===== config.mk =====
export PLATFORM = sky130hd
export DESIGN_NAME = id_ex_issue_ctrl_flat
export DESIGN_NICKNAME = d
export VERILOG_FILES = /design/src/rtl/id_ex_issue_ctrl_pkg.sv /design/src/rtl/id_ex_issue_ctrl_if.sv /design/src/rtl/id_ex_issue_ctrl_hazard_cmp.sv /design/src/rtl/id_ex_issue_ctrl.sv /design/src/flat_wrapper.sv
export SDC_FILE = /design/constraint.sdc
export NUM_CORES = 1
export LEC_CHECK = 0
export ABC_AREA = 1
export CORE_ASPECT_RATIO = 1.5
export CORE_MARGIN = 3
export CORE_UTILIZATION = 35
export DETAILED_ROUTE_END_ITERATION = 12
export HOLD_SLACK_MARGIN = 0.08
export PLACE_DENSITY = 0.81
export SETUP_SLACK_MARGIN = 0.3
export SYNTH_ARGS = -nofsm -noshare
export SYNTH_HDL_FRONTEND = slang
export SYNTH_SLANG_ARGS = --single-unit

===== constraint.sdc =====
create_clock -name clk -period 1.82 [get_ports clk]
set_input_delay 0.364 -clock clk [delete_from_list [all_inputs] [get_ports clk]]
set_output_delay 0.364 -clock clk [all_outputs]
set_load 0.03 [all_outputs]

===== src/rtl/id_ex_issue_ctrl_pkg.sv =====
// Shared definitions for the ID/EX issue controller.
// Contents: FSM state encoding, default register-index width, the
// enable/flush/bubble control word driven by the controller, and the
// all-zero WB/M/EX control pattern used when a bubble enters ID/EX.
package id_ex_issue_ctrl_pkg;

  localparam int REG_ADDR_W_DEF = 5;

  typedef enum logic {
    ST_RUN   = 1'b0,
    ST_STALL = 1'b1
  } state_t;

  // Front-end/ID-EX control word, MSB first:
  // PC_Write, IF_ID_Write, IF_ID_Flush, ID_EX_Bubble
  typedef struct packed {
    logic pc_write;
    logic if_id_write;
    logic if_id_flush;
    logic id_ex_bubble;
  } issue_ctl_t;

  localparam issue_ctl_t CTL_ISSUE  = 4'b1100;
  localparam issue_ctl_t CTL_BUBBLE = 4'b0001;
  localparam issue_ctl_t CTL_FLUSH  = 4'b1111;

  // WB/M/EX control the datapath writes into ID/EX while ID_EX_Bubble is high.
  localparam logic [7:0] ID_EX_CTRL_NOP = 8'h00;

endpackage


===== src/rtl/id_ex_issue_ctrl_if.sv =====
// Decode-side bundle between the decode stage and the ID/EX issue controller.
// master: decode stage (drives instruction info, receives enables/counters)
// slave : id_ex_issue_ctrl
interface id_ex_issue_ctrl_if
  import id_ex_issue_ctrl_pkg::*;
#(
  parameter int REG_ADDR_W = REG_ADDR_W_DEF
) ();

  logic                  IFID_Valid;
  logic [REG_ADDR_W-1:0] IFID_RS1;
  logic [REG_ADDR_W-1:0] IFID_RS2;
  logic                  IFID_UsesRS2;
  logic [REG_ADDR_W-1:0] Dec_RD;
  logic                  Dec_MemRead;
  logic                  Branch_Taken;

  logic                  PC_Write;
  logic                  IF_ID_Write;
  logic                  IF_ID_Flush;
  logic                  ID_EX_Bubble;
  logic [31:0]           Stall_Cnt_Total;
  logic [31:0]           Flush_Cnt_Total;

  modport master (
    output IFID_Valid, IFID_RS1, IFID_RS2, IFID_UsesRS2, Dec_RD, Dec_MemRead, Branch_Taken,
    input  PC_Write, IF_ID_Write, IF_ID_Flush, ID_EX_Bubble, Stall_Cnt_Total, Flush_Cnt_Total
  );

  modport slave (
    input  IFID_Valid, IFID_RS1, IFID_RS2, IFID_UsesRS2, Dec_RD, Dec_MemRead, Branch_Taken,
    output PC_Write, IF_ID_Write, IF_ID_Flush, ID_EX_Bubble, Stall_Cnt_Total, Flush_Cnt_Total
  );

endinterface


===== src/rtl/id_ex_issue_ctrl_hazard_cmp.sv =====
// Load-use hazard comparator.
// Inputs : mirror of the instruction in ID/EX (valid, rd, is-load) and the
//          decoding instruction (valid, rs1, rs2, uses-rs2).
// Output : hazard - decoding instruction needs a load result not yet available.
module id_ex_issue_ctrl_hazard_cmp
  import id_ex_issue_ctrl_pkg::*;
#(
  parameter int REG_ADDR_W = REG_ADDR_W_DEF
) (
  input  logic                  ex_valid,
  input  logic                  ex_memread,
  input  logic [REG_ADDR_W-1:0] ex_rd,
  input  logic                  ifid_valid,
  input  logic [REG_ADDR_W-1:0] rs1,
  input  logic [REG_ADDR_W-1:0] rs2,
  input  logic                  uses_rs2,
  output logic                  hazard
);

  logic rd_nonzero;
  logic rs1_hit;
  logic rs2_hit;

  // x0 is hard-wired zero, so a load targeting it never produces a dependency.
  assign rd_nonzero = |ex_rd;
  assign rs1_hit    = (ex_rd == rs1);
  assign rs2_hit    = uses_rs2 & (ex_rd == rs2);
  assign hazard     = ex_valid & ex_memread & rd_nonzero & ifid_valid & (rs1_hit | rs2_hit);

endmodule


===== src/rtl/id_ex_issue_ctrl.sv =====
// ID/EX write-side issue controller.
// Decides each cycle between issuing the decoded instruction, inserting a
// load-use bubble (front end held), or flushing the front end on a taken
// branch. A mirror of the last instruction issued into ID/EX feeds hazard
// detection so ID/EX outputs are never read back.
// Ports: clk, reset (async, active-low), bus (id_ex_issue_ctrl_if.slave).
// Optional build macro HAZARD_PERF_CNT_EN: saturating stall/flush counters;
// when undefined both counter outputs are tied to zero.
//
// state | meaning
// RUN   | normal issue; may flush or insert the first load-use bubble
// STALL | additional bubbles for slow data memory, cnt counts down to 1
module id_ex_issue_ctrl
  import id_ex_issue_ctrl_pkg::*;
#(
  parameter int REG_ADDR_W   = REG_ADDR_W_DEF,
  parameter int STALL_CYCLES = 1,
  parameter int CNT_W        = 4
) (
  input  logic                clk,
  input  logic                reset,
  id_ex_issue_ctrl_if.slave   bus
);

  state_t                state, state_nx;
  logic [CNT_W-1:0]      cnt, cnt_nx;
  logic                  ex_valid, ex_valid_nx;
  logic [REG_ADDR_W-1:0] ex_rd, ex_rd_nx;
  logic                  ex_memread, ex_memread_nx;
  logic                  hazard;
  issue_ctl_t            ctl;

  id_ex_issue_ctrl_hazard_cmp #(.REG_ADDR_W(REG_ADDR_W)) u_hazard_cmp (
    .ex_valid   (ex_valid),
    .ex_memread (ex_memread),
    .ex_rd      (ex_rd),
    .ifid_valid (bus.IFID_Valid),
    .rs1        (bus.IFID_RS1),
    .rs2        (bus.IFID_RS2),
    .uses_rs2   (bus.IFID_UsesRS2),
    .hazard     (hazard)
  );

  always_ff @(posedge clk or negedge reset) begin
    if (!reset) begin
      state      <= ST_RUN;
      cnt        <= '0;
      ex_valid   <= 1'b0;
      ex_rd      <= '0;
      ex_memread <= 1'b0;
    end else begin
      state      <= state_nx;
      cnt        <= cnt_nx;
      ex_valid   <= ex_valid_nx;
      ex_rd      <= ex_rd_nx;
      ex_memread <= ex_memread_nx;
    end
  end

  // Any bubble or flush clears ex_valid so a bubbled load cannot stall twice.
  always_comb begin
    state_nx      = state;
    cnt_nx        = cnt;
    ex_valid_nx   = ex_valid;
    ex_rd_nx      = ex_rd;
    ex_memread_nx = ex_memread;
    ctl           = CTL_ISSUE;
    unique case (state)
      ST_RUN: begin
        if (bus.Branch_Taken) begin
          ctl         = CTL_FLUSH;
          ex_valid_nx = 1'b0;
        end else if (hazard) begin
          ctl         = CTL_BUBBLE;
          ex_valid_nx = 1'b0;
          if (STALL_CYCLES > 1) begin
            state_nx = ST_STALL;
            cnt_nx   = CNT_W'(STALL_CYCLES - 1);
          end
        end else begin
          ex_valid_nx   = bus.IFID_Valid;
          ex_rd_nx      = bus.Dec_RD;
          ex_memread_nx = bus.Dec_MemRead;
        end
      end
      ST_STALL: begin
        ex_valid_nx = 1'b0;
        if (bus.Branch_Taken) begin
          ctl      = CTL_FLUSH;
          cnt_nx   = '0;
          state_nx = ST_RUN;
        end else begin
          ctl    = CTL_BUBBLE;
          cnt_nx = cnt - CNT_W'(1);
          if (cnt == CNT_W'(1)) state_nx = ST_RUN;
        end
      end
      default: state_nx = ST_RUN;
    endcase
  end

  assign bus.PC_Write     = ctl.pc_write;
  assign bus.IF_ID_Write  = ctl.if_id_write;
  assign bus.IF_ID_Flush  = ctl.if_id_flush;
  assign bus.ID_EX_Bubble = ctl.id_ex_bubble;

`ifdef HAZARD_PERF_CNT_EN
  logic [31:0] stall_tot;
  logic [31:0] flush_tot;

  always_ff @(posedge clk or negedge reset) begin
    if (!reset) begin
      stall_tot <= '0;
      flush_tot <= '0;
    end else begin
      if (ctl.id_ex_bubble && !ctl.if_id_flush && (stall_tot != '1))
        stall_tot <= stall_tot + 32'd1;
      if (ctl.if_id_flush && (flush_tot != '1))
        flush_tot <= flush_tot + 32'd1;
    end
  end

  assign bus.Stall_Cnt_Total = stall_tot;
  assign bus.Flush_Cnt_Total = flush_tot;
`else
  assign bus.Stall_Cnt_Total = '0;
  assign bus.Flush_Cnt_Total = '0;
`endif

endmodule


===== src/flat_wrapper.sv =====
// flat-port wrapper written by rule: the top's interface ports become plain ports
module id_ex_issue_ctrl_flat import id_ex_issue_ctrl_pkg::*;
#(
  parameter int REG_ADDR_W   = REG_ADDR_W_DEF,
  parameter int STALL_CYCLES = 1,
  parameter int CNT_W        = 4
)
  (clk, reset, bus_IFID_Valid, bus_IFID_RS1, bus_IFID_RS2, bus_IFID_UsesRS2, bus_Dec_RD, bus_Dec_MemRead, bus_Branch_Taken, bus_PC_Write, bus_IF_ID_Write, bus_IF_ID_Flush, bus_ID_EX_Bubble, bus_Stall_Cnt_Total, bus_Flush_Cnt_Total);
  id_ex_issue_ctrl_if #(.REG_ADDR_W(REG_ADDR_W)) bus_i ();
  input  logic clk;
  input  logic reset;
  input wire logic [$bits(bus_i.IFID_Valid)-1:0] bus_IFID_Valid;
  input wire logic [$bits(bus_i.IFID_RS1)-1:0] bus_IFID_RS1;
  input wire logic [$bits(bus_i.IFID_RS2)-1:0] bus_IFID_RS2;
  input wire logic [$bits(bus_i.IFID_UsesRS2)-1:0] bus_IFID_UsesRS2;
  input wire logic [$bits(bus_i.Dec_RD)-1:0] bus_Dec_RD;
  input wire logic [$bits(bus_i.Dec_MemRead)-1:0] bus_Dec_MemRead;
  input wire logic [$bits(bus_i.Branch_Taken)-1:0] bus_Branch_Taken;
  output wire logic [$bits(bus_i.PC_Write)-1:0] bus_PC_Write;
  output wire logic [$bits(bus_i.IF_ID_Write)-1:0] bus_IF_ID_Write;
  output wire logic [$bits(bus_i.IF_ID_Flush)-1:0] bus_IF_ID_Flush;
  output wire logic [$bits(bus_i.ID_EX_Bubble)-1:0] bus_ID_EX_Bubble;
  output wire logic [$bits(bus_i.Stall_Cnt_Total)-1:0] bus_Stall_Cnt_Total;
  output wire logic [$bits(bus_i.Flush_Cnt_Total)-1:0] bus_Flush_Cnt_Total;
  assign bus_i.IFID_Valid = bus_IFID_Valid;
  assign bus_i.IFID_RS1 = bus_IFID_RS1;
  assign bus_i.IFID_RS2 = bus_IFID_RS2;
  assign bus_i.IFID_UsesRS2 = bus_IFID_UsesRS2;
  assign bus_i.Dec_RD = bus_Dec_RD;
  assign bus_i.Dec_MemRead = bus_Dec_MemRead;
  assign bus_i.Branch_Taken = bus_Branch_Taken;
  assign bus_PC_Write = bus_i.PC_Write;
  assign bus_IF_ID_Write = bus_i.IF_ID_Write;
  assign bus_IF_ID_Flush = bus_i.IF_ID_Flush;
  assign bus_ID_EX_Bubble = bus_i.ID_EX_Bubble;
  assign bus_Stall_Cnt_Total = bus_i.Stall_Cnt_Total;
  assign bus_Flush_Cnt_Total = bus_i.Flush_Cnt_Total;
  id_ex_issue_ctrl #(.REG_ADDR_W(REG_ADDR_W), .STALL_CYCLES(STALL_CYCLES), .CNT_W(CNT_W)) u_core (.clk(clk), .reset(reset), .bus(bus_i));
endmodule

==> flow_results.xml, run 1 <==
<?xml version="1.0" encoding="UTF-8"?>
<metrics>
  <group name="global_routing">
    <metric name="antenna_violations_before_repair" unit="">0</metric>
    <metric name="grt_start_max_net_pins" unit="">13</metric>
    <metric name="grt.overflow.total" unit="">0</metric>
    <metric name="globalRouteTotalUtil" unit="%">10.5</metric>
    <metric name="grt_first_pass_wirelength" unit="um">3420</metric>
    <metric name="vias_in_the_first_global_route" unit="">869</metric>
  </group>
  <group name="sta">
    <metric name="finClkSkew" unit="ns">0.00753</metric>
    <metric name="timing.max_slew.rel_slack" unit="%">64.2</metric>
    <metric name="tightestPinTransition" unit="ns">0.536</metric>
    <metric name="finalCriticalPeriod" unit="ns">1.83</metric>
    <metric name="setup-violations-final" unit="">2</metric>
    <metric name="max_freq" unit="MHz">546</metric>
    <metric name="share_of_the_clock_period_used_by_the_worst_path_after_layout" unit="%">101</metric>
    <metric name="fin_setup_tns" unit="ns">-0.0229</metric>
    <metric name="worst_slack" unit="ns">-0.0118</metric>
    <metric name="rsz0062_at_grt" unit="">yes</metric>
    <metric name="report.final.slew_viol_count" unit="">0</metric>
    <metric name="final-hold-violation-count" unit="">0</metric>
  </group>
  <group name="clock_network">
    <metric name="cts_max_level" unit="">1</metric>
    <metric name="cts.path.max_buffers" unit="">2</metric>
    <metric name="tritoncts" unit="">built</metric>
    <metric name="cts_made_buffers" unit="">3</metric>
    <metric name="ctsRootBufferMaster" unit="">sky130_fd_sc_hd__clkbuf_8</metric>
    <metric name="clock-sinks" unit="">12</metric>
    <metric name="clock_latency" unit="ns">0.24</metric>
    <metric name="hold_bufs_inserted_after_cts" unit="">0</metric>
    <metric name="clock_transition_time_at_the_flip_flop_clock_pins_of_the_worst_setup_and_hold_paths" unit="ns">0.06</metric>
  </group>
  <group name="routing">
    <metric name="detail_route.first_pass.iterations" unit="">4</metric>
    <metric name="post_route_drc_violation_count" unit="">0</metric>
    <metric name="wl_per_cell" unit="um">9.18</metric>
    <metric name="via_count" unit="">974</metric>
    <metric name="first_iter_violations" unit="">15</metric>
    <metric name="post_route_ant_nets" unit="">0</metric>
    <metric name="route.final.wire_length" unit="um">2330</metric>
    <metric name="route.detailed.vias_per_inst" unit="">3.83</metric>
  </group>
  <group name="final_layout">
    <metric name="instances_no_fill" unit="">254</metric>
    <metric name="mostFrequentLayoutCell" unit="">sky130_fd_sc_hd__conb_1</metric>
    <metric name="finish.instance_area" unit="mm^2">0.00148</metric>
    <metric name="utilization" unit="%">43.2</metric>
    <metric name="layout-drive-gt1-share" unit="%">20.8</metric>
    <metric name="syn_to_final_growth" unit="%">17.3</metric>
    <metric name="fin_nets" unit="">236</metric>
    <metric name="antenna_cells" unit="">0</metric>
    <metric name="mostFrequentLayoutCells" unit="">sky130_fd_sc_hd__conb_1, sky130_fd_sc_hd__nand2_1, sky130_fd_sc_hd__inv_1</metric>
  </group>
  <group name="yosys">
    <metric name="synth.area.mux_share" unit="%">0</metric>
    <metric name="syn-instance-count" unit="">176</metric>
    <metric name="synth_cell_types" unit="">21</metric>
    <metric name="yosys.area_share.simple" unit="%">24.6</metric>
    <metric name="synth-xor-area-share" unit="%">0.696</metric>
    <metric name="synthesis.area_per_instance" unit="um^2">7.15</metric>
    <metric name="synth_top_family_by_area" unit="">buffers and inverters</metric>
    <metric name="synth-compound-area-share" unit="%">2.98</metric>
    <metric name="synth.yosys.seq_area_share" unit="%">23.9</metric>
    <metric name="post_synth_fa_ha_maj_area_fraction" unit="%">1.99</metric>
    <metric name="synth_area" unit="mm^2">0.00126</metric>
    <metric name="total_of_flip_flops_plus_latches_after_synthesis" unit="">12</metric>
    <metric name="synth-warning-count" unit="">0</metric>
  </group>
  <group name="floorplan">
    <metric name="die_h" unit="um">79.4</metric>
    <metric name="initial_core_util" unit="%">36.8</metric>
    <metric name="boundaryPins" unit="">89</metric>
    <metric name="core_area" unit="mm^2">0.00342</metric>
    <metric name="die-area" unit="mm^2">0.00437</metric>
    <metric name="die_x" unit="um">55.0</metric>
    <metric name="placement_rows" unit="">26</metric>
  </group>
  <group name="setup_path">
    <metric name="path_cells" unit="">buf_6 -&gt; nand2_2 -&gt; nand2_2 -&gt; nor2_2 -&gt; nand3_2 -&gt; nand2_2 -&gt; nand2_4 -&gt; nand2_4 -&gt; nand2_4 -&gt; buf_6</metric>
    <metric name="worstSetupPathType" unit="">reg -&gt; out</metric>
    <metric name="crit_path_start" unit="">u_core.ex_rd[0]$_DFFE_PN0P_</metric>
    <metric name="start_kind" unit="">register</metric>
    <metric name="critPathMaxStageDelay" unit="ns">0.39</metric>
    <metric name="critical_path.max_fanout" unit="">4</metric>
    <metric name="crit_family" unit="">simple AND/OR/NAND/NOR gates</metric>
    <metric name="arrival_time_worst_endpoint" unit="ns">1.47</metric>
    <metric name="worstPathBufferInverterCount" unit="">2</metric>
    <metric name="cpMaxStageDelayCell" unit="">sky130_fd_sc_hd__dfrtp_1</metric>
    <metric name="timing.critical_path.to_type" unit="">primary output</metric>
    <metric name="critical_path_rt" unit="ns">1.46</metric>
    <metric name="reg2reg_from" unit="">u_core.ex_rd[0]$_DFFE_PN0P_</metric>
  </group>
  <group name="place">
    <metric name="placement.cell_area" unit="mm^2">0.00133</metric>
    <metric name="dp.final_hpwl" unit="um">1850</metric>
    <metric name="dpl.cell_count" unit="">244</metric>
    <metric name="gpl.final_weighted_congestion" unit="">0.799</metric>
    <metric name="portBuffers" unit="">24</metric>
  </group>
  <group name="flow_run">
    <metric name="cap_violations" unit="">0</metric>
  </group>
  <group name="status">
    <metric name="status" unit="">finished with violations</metric>
    <metric name="violations" unit="">negative setup slack</metric>
  </group>
  <group name="min_path">
    <metric name="worst_hold_path_type" unit="">in -&gt; async</metric>
  </group>
  <group name="power_and_ir_drop">
    <metric name="cellPowerDensity" unit="mW/mm^2">629</metric>
    <metric name="peakVddDrop" unit="uV">392</metric>
    <metric name="power_leakage" unit="nW">0.892</metric>
  </group>
</metrics>
flip-flops by register name, summed over array words and instances, names as in the netlist:
name               flops
u_core.cnt             4
u_core.ex_memread      1
u_core.ex_rd           5
u_core.ex_valid        1
u_core.state           1
worst reg2reg max path, cell delays in order (launching register included):
cell and delay (ns):
sky130_fd_sc_hd__dfrtp_1 0.39, sky130_fd_sc_hd__buf_6 0.13, sky130_fd_sc_hd__nor2_2 0.07, sky130_fd_sc_hd__nand4_1 0.10
sky130_fd_sc_hd__nand4_1 0.10, sky130_fd_sc_hd__inv_2 0.05, sky130_fd_sc_hd__nand2_4 0.10, sky130_fd_sc_hd__nand3_4 0.08
sky130_fd_sc_hd__buf_6 0.12, sky130_fd_sc_hd__buf_6 0.12, sky130_fd_sc_hd__nand2_1 0.06, sky130_fd_sc_hd__nand2_1 0.05
routing by layer:
layer	GRT usage [%]	up-vias	part of all wire [%]
li1	-	482	-
met3	2.62	4	14
met2	18.8	62	51
met5	0	-	0
met4	4.38	0	1.2
met1	10.8	426	34
path summary, 6_finish.rpt:
| check | to | slack (ns) | depth (start not counted) |
|---|---|---|---|
| setup / recovery | bus_IF_ID_Write | -0.01 | 10 |
| hold / removal | u_core.cnt[1]$_DFFE_PN0P_ | 0.47 | 1 |
| setup reg to reg | u_core.ex_rd[3]$_DFFE_PN0P_ | 0.33 | 11 |
| hold reg to reg | u_core.ex_memread$_DFFE_PN0P_ | 0.49 | 2 |
| max in group asynchronous | u_core.ex_rd[1]$_DFFE_PN0P_ | 0.97 | 1 |
| min in group clk | u_core.ex_memread$_DFFE_PN0P_ | 0.49 | 2 |
area by class of cell:
type / count / area, um^2
clock buffer: 4 / 55.1
fill: 376 / 1940
inverter: 21 / 78.8
multi-input combinational: 140 / 663
sequential: 12 / 302
tap: 42 / 52.6
timing repair buffer: 35 / 325
report_power, final:
group,switching [mW],internal [mW],total [mW]
sequential,0.0141,0.281,0.295
combinational,0.256,0.0866,0.342
clock,0.100,0.191,0.292
through the flow:
step	power (mW)	setup WS, ns	hold WS (ns)
final	0.929	-0.0118	0.469
after CTS	0.910	-0.0435	0.478
after global placement	0.610	-0.185	0.462
after global routing	0.984	-0.111	0.511
after floorplan	0.646	0.282	0.0684
after detailed placement	0.613	-0.199	0.466
synthesized netlist by cell type, drive strengths merged:
master | count | area (um^2)
dfrtp | 12 | 300
a31oi | 1 | 6.26
buf | 66 | 495
conb | 1 | 3.75
nand2 | 46 | 183
ha | 2 | 25.0
a21oi | 2 | 10.0
inv | 19 | 71.3
o21ai | 3 | 15.0
clkinv | 2 | 7.51
xnor2 | 1 | 8.76
nor2 | 8 | 37.5
nand3 | 3 | 32.5
o22ai | 1 | 6.26
nand4 | 9 | 56.3
cell families (layout without fill, tap and decap cells):
family	after synthesis	in the layout
other	1	64
buffers and inverters	87	60
XOR/XNOR	1	1
AO/OA/AOI/OAI	7	7
AND/OR/NAND/NOR	66	66
adder cells (fa/ha/maj)	2	2
flip-flops	12	12
repair_timing:
action / CTS / global route
pin swaps: 9 / 14
buffers inserted: 3 / 3
endpoints found under the setup margin: 5 / 10
gates resized for setup: 14 / 19
hold endpoints to repair: 0 / 0
No activity file was read; power rests on OpenSTA's default activity.
==> run 2, diff against run 1 <==
--- a/config.mk
+++ b/config.mk
@@ -11,7 +11,7 @@
 export CORE_UTILIZATION = 35
 export DETAILED_ROUTE_END_ITERATION = 12
 export HOLD_SLACK_MARGIN = 0.08
-export PLACE_DENSITY = 0.81
+export PLACE_DENSITY = 0.79
 export SETUP_SLACK_MARGIN = 0.3
 export SYNTH_ARGS = -nofsm -noshare
 export SYNTH_HDL_FRONTEND = slang
==> flow_results.xml, run 2 (synthesis gave the netlist of run 1 again) <==
<?xml version="1.0" encoding="UTF-8"?>
<metrics>
  <group name="status">
    <metric name="status" unit="">finished clean</metric>
  </group>
  <group name="setup_path">
    <metric name="critical_path_rt" unit="ns">1.46</metric>
    <metric name="start_kind" unit="">register</metric>
    <metric name="regToRegEndpoint" unit="">u_core.ex_rd[4]$_DFFE_PN0P_</metric>
    <metric name="worst-r2r-cell-count" unit="">12</metric>
    <metric name="worstSetupPathType" unit="">reg -&gt; out</metric>
    <metric name="arrival_time_worst_endpoint" unit="ns">1.44</metric>
    <metric name="cpMaxStageDelayCell" unit="">sky130_fd_sc_hd__dfrtp_1</metric>
    <metric name="timing.critical_path.to_type" unit="">primary output</metric>
    <metric name="critPathMaxStageDelay" unit="ns">0.41</metric>
    <metric name="r2r_setup_slack" unit="ns">0.27</metric>
    <metric name="worstPathBufferInverterCount" unit="">2</metric>
    <metric name="crit_family" unit="">simple AND/OR/NAND/NOR gates</metric>
    <metric name="reg2reg_from" unit="">u_core.ex_rd[4]$_DFFE_PN0P_</metric>
    <metric name="crit_path_start" unit="">u_core.ex_rd[4]$_DFFE_PN0P_</metric>
    <metric name="path_cells" unit="">inv_2 -&gt; nand2_1 -&gt; nand2_1 -&gt; nor2_2 -&gt; nand3_2 -&gt; nand2_2 -&gt; nand2_4 -&gt; nand2_4 -&gt; nand2_4 -&gt; buf_6</metric>
    <metric name="critical_path.max_fanout" unit="">4</metric>
    <metric name="critPathMostFrequentCell" unit="">sky130_fd_sc_hd__nand2_4</metric>
  </group>
  <group name="final_layout">
    <metric name="largest_register_ffs" unit="">5</metric>
    <metric name="fin_nets" unit="">233</metric>
    <metric name="antenna_cells" unit="">0</metric>
    <metric name="syn_to_final_growth" unit="%">13.2</metric>
    <metric name="mostFrequentLayoutCells" unit="">sky130_fd_sc_hd__conb_1, sky130_fd_sc_hd__nand2_1, sky130_fd_sc_hd__inv_1</metric>
    <metric name="layout-drive-gt1-share" unit="%">15.8</metric>
    <metric name="regMostFlops" unit="">u_core.ex_rd</metric>
    <metric name="largest_registers" unit="">u_core.ex_rd: 5 flops, u_core.cnt: 4 flops</metric>
    <metric name="instances_no_fill" unit="">251</metric>
    <metric name="mostFrequentLayoutCell" unit="">sky130_fd_sc_hd__conb_1</metric>
  </group>
  <group name="sta">
    <metric name="tightestPinTransition" unit="ns">0.528</metric>
    <metric name="finalCriticalPeriod" unit="ns">1.80</metric>
    <metric name="rsz0062_at_grt" unit="">yes</metric>
    <metric name="final-hold-violation-count" unit="">0</metric>
    <metric name="fin_setup_tns" unit="ns">0</metric>
    <metric name="share_of_the_clock_period_used_by_the_worst_path_after_layout" unit="%">98.9</metric>
    <metric name="max_freq" unit="MHz">555</metric>
    <metric name="timing.max_slew.rel_slack" unit="%">64.7</metric>
    <metric name="setup-violations-final" unit="">0</metric>
    <metric name="report.final.slew_viol_count" unit="">0</metric>
    <metric name="finClkSkew" unit="ns">0.00254</metric>
    <metric name="worst_slack" unit="ns">0.0197</metric>
  </group>
  <group name="place">
    <metric name="gpl.final_weighted_congestion" unit="">0.778</metric>
    <metric name="dpl_worst_slack" unit="ns">-0.193</metric>
    <metric name="portBuffers" unit="">24</metric>
    <metric name="dp.final_hpwl" unit="um">1780</metric>
    <metric name="dpl.cell_count" unit="">243</metric>
  </group>
  <group name="floorplan">
    <metric name="initial_core_util" unit="%">36.8</metric>
    <metric name="die-area" unit="mm^2">0.00437</metric>
    <metric name="core_area" unit="mm^2">0.00342</metric>
    <metric name="die_h" unit="um">79.4</metric>
    <metric name="placement_rows" unit="">26</metric>
    <metric name="boundaryPins" unit="">89</metric>
    <metric name="die_x" unit="um">55.0</metric>
  </group>
  <group name="flow_run">
    <metric name="cap_violations" unit="">0</metric>
  </group>
  <group name="routing">
    <metric name="detail_route.first_pass.iterations" unit="">4</metric>
    <metric name="route.final.wire_length" unit="um">2160</metric>
    <metric name="post_route_ant_nets" unit="">0</metric>
    <metric name="wl_per_cell" unit="um">8.59</metric>
    <metric name="first_iter_violations" unit="">16</metric>
    <metric name="route.detailed.vias_per_inst" unit="">3.75</metric>
    <metric name="via_count" unit="">942</metric>
    <metric name="post_route_drc_violation_count" unit="">0</metric>
  </group>
  <group name="clock_network">
    <metric name="clock_transition_time_at_the_flip_flop_clock_pins_of_the_worst_setup_and_hold_paths" unit="ns">0.05</metric>
    <metric name="tritoncts" unit="">built</metric>
    <metric name="cts_max_level" unit="">1</metric>
    <metric name="ctsRootBufferMaster" unit="">sky130_fd_sc_hd__clkbuf_8</metric>
    <metric name="cts.path.max_buffers" unit="">2</metric>
    <metric name="cts_made_buffers" unit="">3</metric>
    <metric name="clock-sinks" unit="">12</metric>
    <metric name="clock_latency" unit="ns">0.24</metric>
  </group>
  <group name="global_routing">
    <metric name="antenna_violations_before_repair" unit="">0</metric>
    <metric name="globalRouteTotalUtil" unit="%">8.87</metric>
    <metric name="vias_in_the_first_global_route" unit="">739</metric>
    <metric name="grt_first_pass_wirelength" unit="um">2880</metric>
    <metric name="grt_start_max_net_pins" unit="">13</metric>
    <metric name="grt.overflow.total" unit="">0</metric>
  </group>
  <group name="power_and_ir_drop">
    <metric name="cellPowerDensity" unit="mW/mm^2">631</metric>
    <metric name="power_leakage" unit="nW">0.879</metric>
    <metric name="p_total" unit="mW">0.899</metric>
    <metric name="peakVddDrop" unit="uV">342</metric>
  </group>
  <group name="min_path">
    <metric name="worst_hold_path_type" unit="">in -&gt; async</metric>
  </group>
</metrics>
[run 2: report_power, final]
| part | total (mW) | switching, mW | internal (mW) |
|---|---|---|---|
| Clock | 0.287 | 0.0959 | 0.191 |
| Combinational | 0.318 | 0.246 | 0.0721 |
| Sequential | 0.294 | 0.0135 | 0.280 |
[run 2: metrics by stage]
stage	instance area [um^2]	util [%]	hold slack (ns)
finish	1430	41.7	0.472
global route	1430	41.7	0.517
CTS	1390	40.7	0.479
detailed placement	1320	38.7	0.467
global placement	1320	38.7	0.462
floorplan	1510	-	0.0684
[run 2: layout make-up]
class	count	area (um^2)
Clock buffer	4	55.1
Fill cell	375	1990
Inverter	21	80.1
Multi-Input combinational cell	140	643
Sequential cell	12	300
Tap cell	42	52.6
Timing Repair Buffer	32	294
[run 2: worst max path at each step]
stage / to / slack, ns / depth (start not counted)
after floorplan: bus_PC_Write / 0.28 / 9
after global placement: bus_PC_Write / -0.19 / 11
after detailed placement: bus_PC_Write / -0.19 / 11
after CTS: bus_PC_Write / -0.00001 / 10
after global routing: bus_IF_ID_Write / -0.07 / 10
final: bus_PC_Write / 0.02 / 10
[run 2: worst reg2reg max path, delay by kind of cell (launching register included)]
family                 cells  cell delay [ns]
AND/OR/NAND/NOR            8             0.59
buffers and inverters      4             0.44
flip-flops                 1             0.41
[run 2: repair_timing]
action,CTS,global route
setup buffers,2,2
setup endpoints to repair,6,11
pin swaps,9,9
resized for setup,16,8
hold buffers,0,0
[run 2: routing by layer]
layer | wire (um) | vias up | GRT usage, %
li1 | - | 476 | -
met1 | 791 | 403 | 8.84
met2 | 1060 | 61 | 16.1
met3 | 292 | 2 | 2.62
met4 | 17 | 0 | 3.65
met5 | 0 | - | 0
==> run 3, diff against run 2 <==
--- a/config.mk
+++ b/config.mk
@@ -16,3 +16,4 @@
 export SYNTH_ARGS = -nofsm -noshare
 export SYNTH_HDL_FRONTEND = slang
 export SYNTH_SLANG_ARGS = --single-unit
+export TNS_END_PERCENT = 20
==> flow_results.xml, run 3 (synthesis gave the netlist of run 1 again) <==
<?xml version="1.0" encoding="UTF-8"?>
<metrics>
  <group name="status">
    <metric name="status" unit="">finished clean</metric>
  </group>
  <group name="floorplan">
    <metric name="initial_core_util" unit="%">36.8</metric>
    <metric name="boundaryPins" unit="">89</metric>
    <metric name="die-area" unit="mm^2">0.00437</metric>
    <metric name="placement_rows" unit="">26</metric>
    <metric name="core_area" unit="mm^2">0.00342</metric>
    <metric name="die_h" unit="um">79.4</metric>
    <metric name="die_x" unit="um">55.0</metric>
  </group>
  <group name="place">
    <metric name="placement.cell_area" unit="mm^2">0.00132</metric>
    <metric name="dpl_worst_slack" unit="ns">-0.193</metric>
    <metric name="portBuffers" unit="">24</metric>
    <metric name="gpl.final_weighted_congestion" unit="">0.778</metric>
    <metric name="dp.final_hpwl" unit="um">1780</metric>
  </group>
  <group name="clock_network">
    <metric name="cts.path.max_buffers" unit="">2</metric>
    <metric name="cts_max_level" unit="">1</metric>
    <metric name="clock_latency" unit="ns">0.24</metric>
    <metric name="hold_bufs_inserted_after_cts" unit="">0</metric>
    <metric name="cts_made_buffers" unit="">3</metric>
    <metric name="clock_transition_time_at_the_flip_flop_clock_pins_of_the_worst_setup_and_hold_paths" unit="ns">0.05</metric>
    <metric name="tritoncts" unit="">built</metric>
    <metric name="clock-sinks" unit="">12</metric>
    <metric name="ctsRootBufferMaster" unit="">sky130_fd_sc_hd__clkbuf_8</metric>
  </group>
  <group name="setup_path">
    <metric name="crit_family" unit="">simple AND/OR/NAND/NOR gates</metric>
    <metric name="critPathMostFrequentCell" unit="">sky130_fd_sc_hd__nand2_4</metric>
    <metric name="worst-r2r-cell-count" unit="">12</metric>
    <metric name="critical_path.max_fanout" unit="">4</metric>
    <metric name="regToRegEndpoint" unit="">u_core.ex_rd[4]$_DFFE_PN0P_</metric>
    <metric name="worstPathBufferInverterCount" unit="">2</metric>
    <metric name="path_cells" unit="">inv_2 -&gt; nand2_1 -&gt; nand2_1 -&gt; nor2_2 -&gt; nand3_2 -&gt; nand2_2 -&gt; nand2_4 -&gt; nand2_4 -&gt; nand2_4 -&gt; buf_6</metric>
    <metric name="critical_path_rt" unit="ns">1.46</metric>
    <metric name="worstSetupPathType" unit="">reg -&gt; out</metric>
    <metric name="start_kind" unit="">register</metric>
    <metric name="reg2reg_from" unit="">u_core.ex_rd[4]$_DFFE_PN0P_</metric>
    <metric name="arrival_time_worst_endpoint" unit="ns">1.44</metric>
    <metric name="timing.critical_path.to_type" unit="">primary output</metric>
    <metric name="r2r_setup_slack" unit="ns">0.27</metric>
    <metric name="critPathMaxStageDelay" unit="ns">0.41</metric>
    <metric name="cpMaxStageDelayCell" unit="">sky130_fd_sc_hd__dfrtp_1</metric>
  </group>
  <group name="final_layout">
    <metric name="largest_registers" unit="">u_core.ex_rd: 5 flops, u_core.cnt: 4 flops</metric>
    <metric name="antenna_cells" unit="">0</metric>
    <metric name="regMostFlops" unit="">u_core.ex_rd</metric>
    <metric name="final.fill_count" unit="">375</metric>
    <metric name="total_area_of_sequential_cells" unit="um^2">300</metric>
    <metric name="largest_register_ffs" unit="">5</metric>
    <metric name="syn_to_final_growth" unit="%">12.4</metric>
    <metric name="fin_nets" unit="">232</metric>
    <metric name="mostFrequentLayoutCell" unit="">sky130_fd_sc_hd__conb_1</metric>
    <metric name="multi_input_comb_area" unit="um^2">641</metric>
    <metric name="layout-drive-gt1-share" unit="%">14.4</metric>
    <metric name="finish.instance_area" unit="mm^2">0.00142</metric>
    <metric name="mostFrequentLayoutCells" unit="">sky130_fd_sc_hd__conb_1, sky130_fd_sc_hd__nand2_1, sky130_fd_sc_hd__inv_1</metric>
  </group>
  <group name="routing">
    <metric name="first_iter_violations" unit="">14</metric>
    <metric name="route.detailed.vias_per_inst" unit="">3.75</metric>
    <metric name="route.final.wire_length" unit="um">2150</metric>
    <metric name="detail_route.first_pass.iterations" unit="">4</metric>
    <metric name="via_count" unit="">938</metric>
    <metric name="post_route_ant_nets" unit="">0</metric>
    <metric name="post_route_drc_violation_count" unit="">0</metric>
    <metric name="wl_per_cell" unit="um">8.61</metric>
  </group>
  <group name="global_routing">
    <metric name="grt.overflow.total" unit="">0</metric>
    <metric name="globalRouteTotalUtil" unit="%">8.87</metric>
    <metric name="grt_start_max_net_pins" unit="">13</metric>
    <metric name="vias_in_the_first_global_route" unit="">738</metric>
    <metric name="grt_first_pass_wirelength" unit="um">2890</metric>
    <metric name="antenna_violations_before_repair" unit="">0</metric>
  </group>
  <group name="power_and_ir_drop">
    <metric name="cellPowerDensity" unit="mW/mm^2">633</metric>
    <metric name="peakVddDrop" unit="uV">342</metric>
    <metric name="power_leakage" unit="nW">0.875</metric>
  </group>
  <group name="sta">
    <metric name="max_freq" unit="MHz">556</metric>
    <metric name="timing.max_slew.rel_slack" unit="%">64.8</metric>
    <metric name="report.final.slew_viol_count" unit="">0</metric>
    <metric name="final-hold-violation-count" unit="">0</metric>
    <metric name="setup-violations-final" unit="">0</metric>
    <metric name="worst_slack" unit="ns">0.0199</metric>
    <metric name="rsz0062_at_grt" unit="">yes</metric>
    <metric name="share_of_the_clock_period_used_by_the_worst_path_after_layout" unit="%">98.9</metric>
    <metric name="tightestPinTransition" unit="ns">0.526</metric>
    <metric name="finClkSkew" unit="ns">0.00285</metric>
    <metric name="finalCriticalPeriod" unit="ns">1.80</metric>
  </group>
  <group name="min_path">
    <metric name="worst_hold_path_type" unit="">in -&gt; async</metric>
  </group>
  <group name="flow_run">
    <metric name="cap_violations" unit="">0</metric>
  </group>
</metrics>
run 3: cell count changes in the layout (fill, tap and decap cells not counted):
cell	delta
sky130_fd_sc_hd__nor2_1	+1
sky130_fd_sc_hd__inv_1	+1
sky130_fd_sc_hd__buf_4	-1
sky130_fd_sc_hd__nor2_2	-1
sky130_fd_sc_hd__inv_2	-1
run 3: final cells by class:
cell class	instances	share of cell area [%]
Timing Repair Buffer	31	20.2
Clock buffer	4	3.89
Multi-Input combinational cell	140	45.3
Sequential cell	12	21.2
Inverter	21	5.66
Tap cell	42	3.71
run 3: worst max path at each step:
stage                                            from              end  slack (ns)  depth (start not counted)
after global placement                bus_IFID_RS2[3]     bus_PC_Write       -0.19                         11
final                     u_core.ex_rd[4]$_DFFE_PN0P_     bus_PC_Write        0.02                         10
after CTS                 u_core.ex_rd[3]$_DFFE_PN0P_     bus_PC_Write    -0.00001                         10
after detailed placement              bus_IFID_RS2[3]     bus_PC_Write       -0.19                         11
after global routing      u_core.ex_rd[3]$_DFFE_PN0P_  bus_IF_ID_Write       -0.07                         10
after floorplan           u_core.ex_rd[4]$_DFFE_PN0P_     bus_PC_Write        0.28                          9
run 3: what timing repair did:
action,in CTS,in global routing
pin swaps,9,11
endpoints found under the setup margin,6,10
cloned,0,0
buffers inserted,1,2
gates resized for setup,16,6
run 3: layer usage:
layer	track usage, %	up-vias	wire, um
met5	0	-	0
met1	8.95	403	792
li1	-	472	-
met3	2.62	2	292
met4	3.65	0	17
met2	16.0	61	1050
run 3: power by group:
part / internal, mW / total, mW / switching (mW)
combinational: 0.0704 / 0.316 / 0.245
sequential: 0.280 / 0.293 / 0.0131
clock: 0.191 / 0.287 / 0.0964
run 3: stage by stage:
step	instances	hold slack, ns	utilization, %	power, mW	setup TNS [ns]
6_report	250	0.470	41.4	0.896	0
5_1_grt	250	0.515	41.4	0.946	-0.171
4_1_cts	248	0.479	40.5	0.898	-0.0000114
3_5_place_dp	243	0.467	38.7	0.611	-0.519
3_3_place_gp	243	0.462	38.7	0.610	-0.503
2_1_floorplan	239	0.0684	-	0.646	0
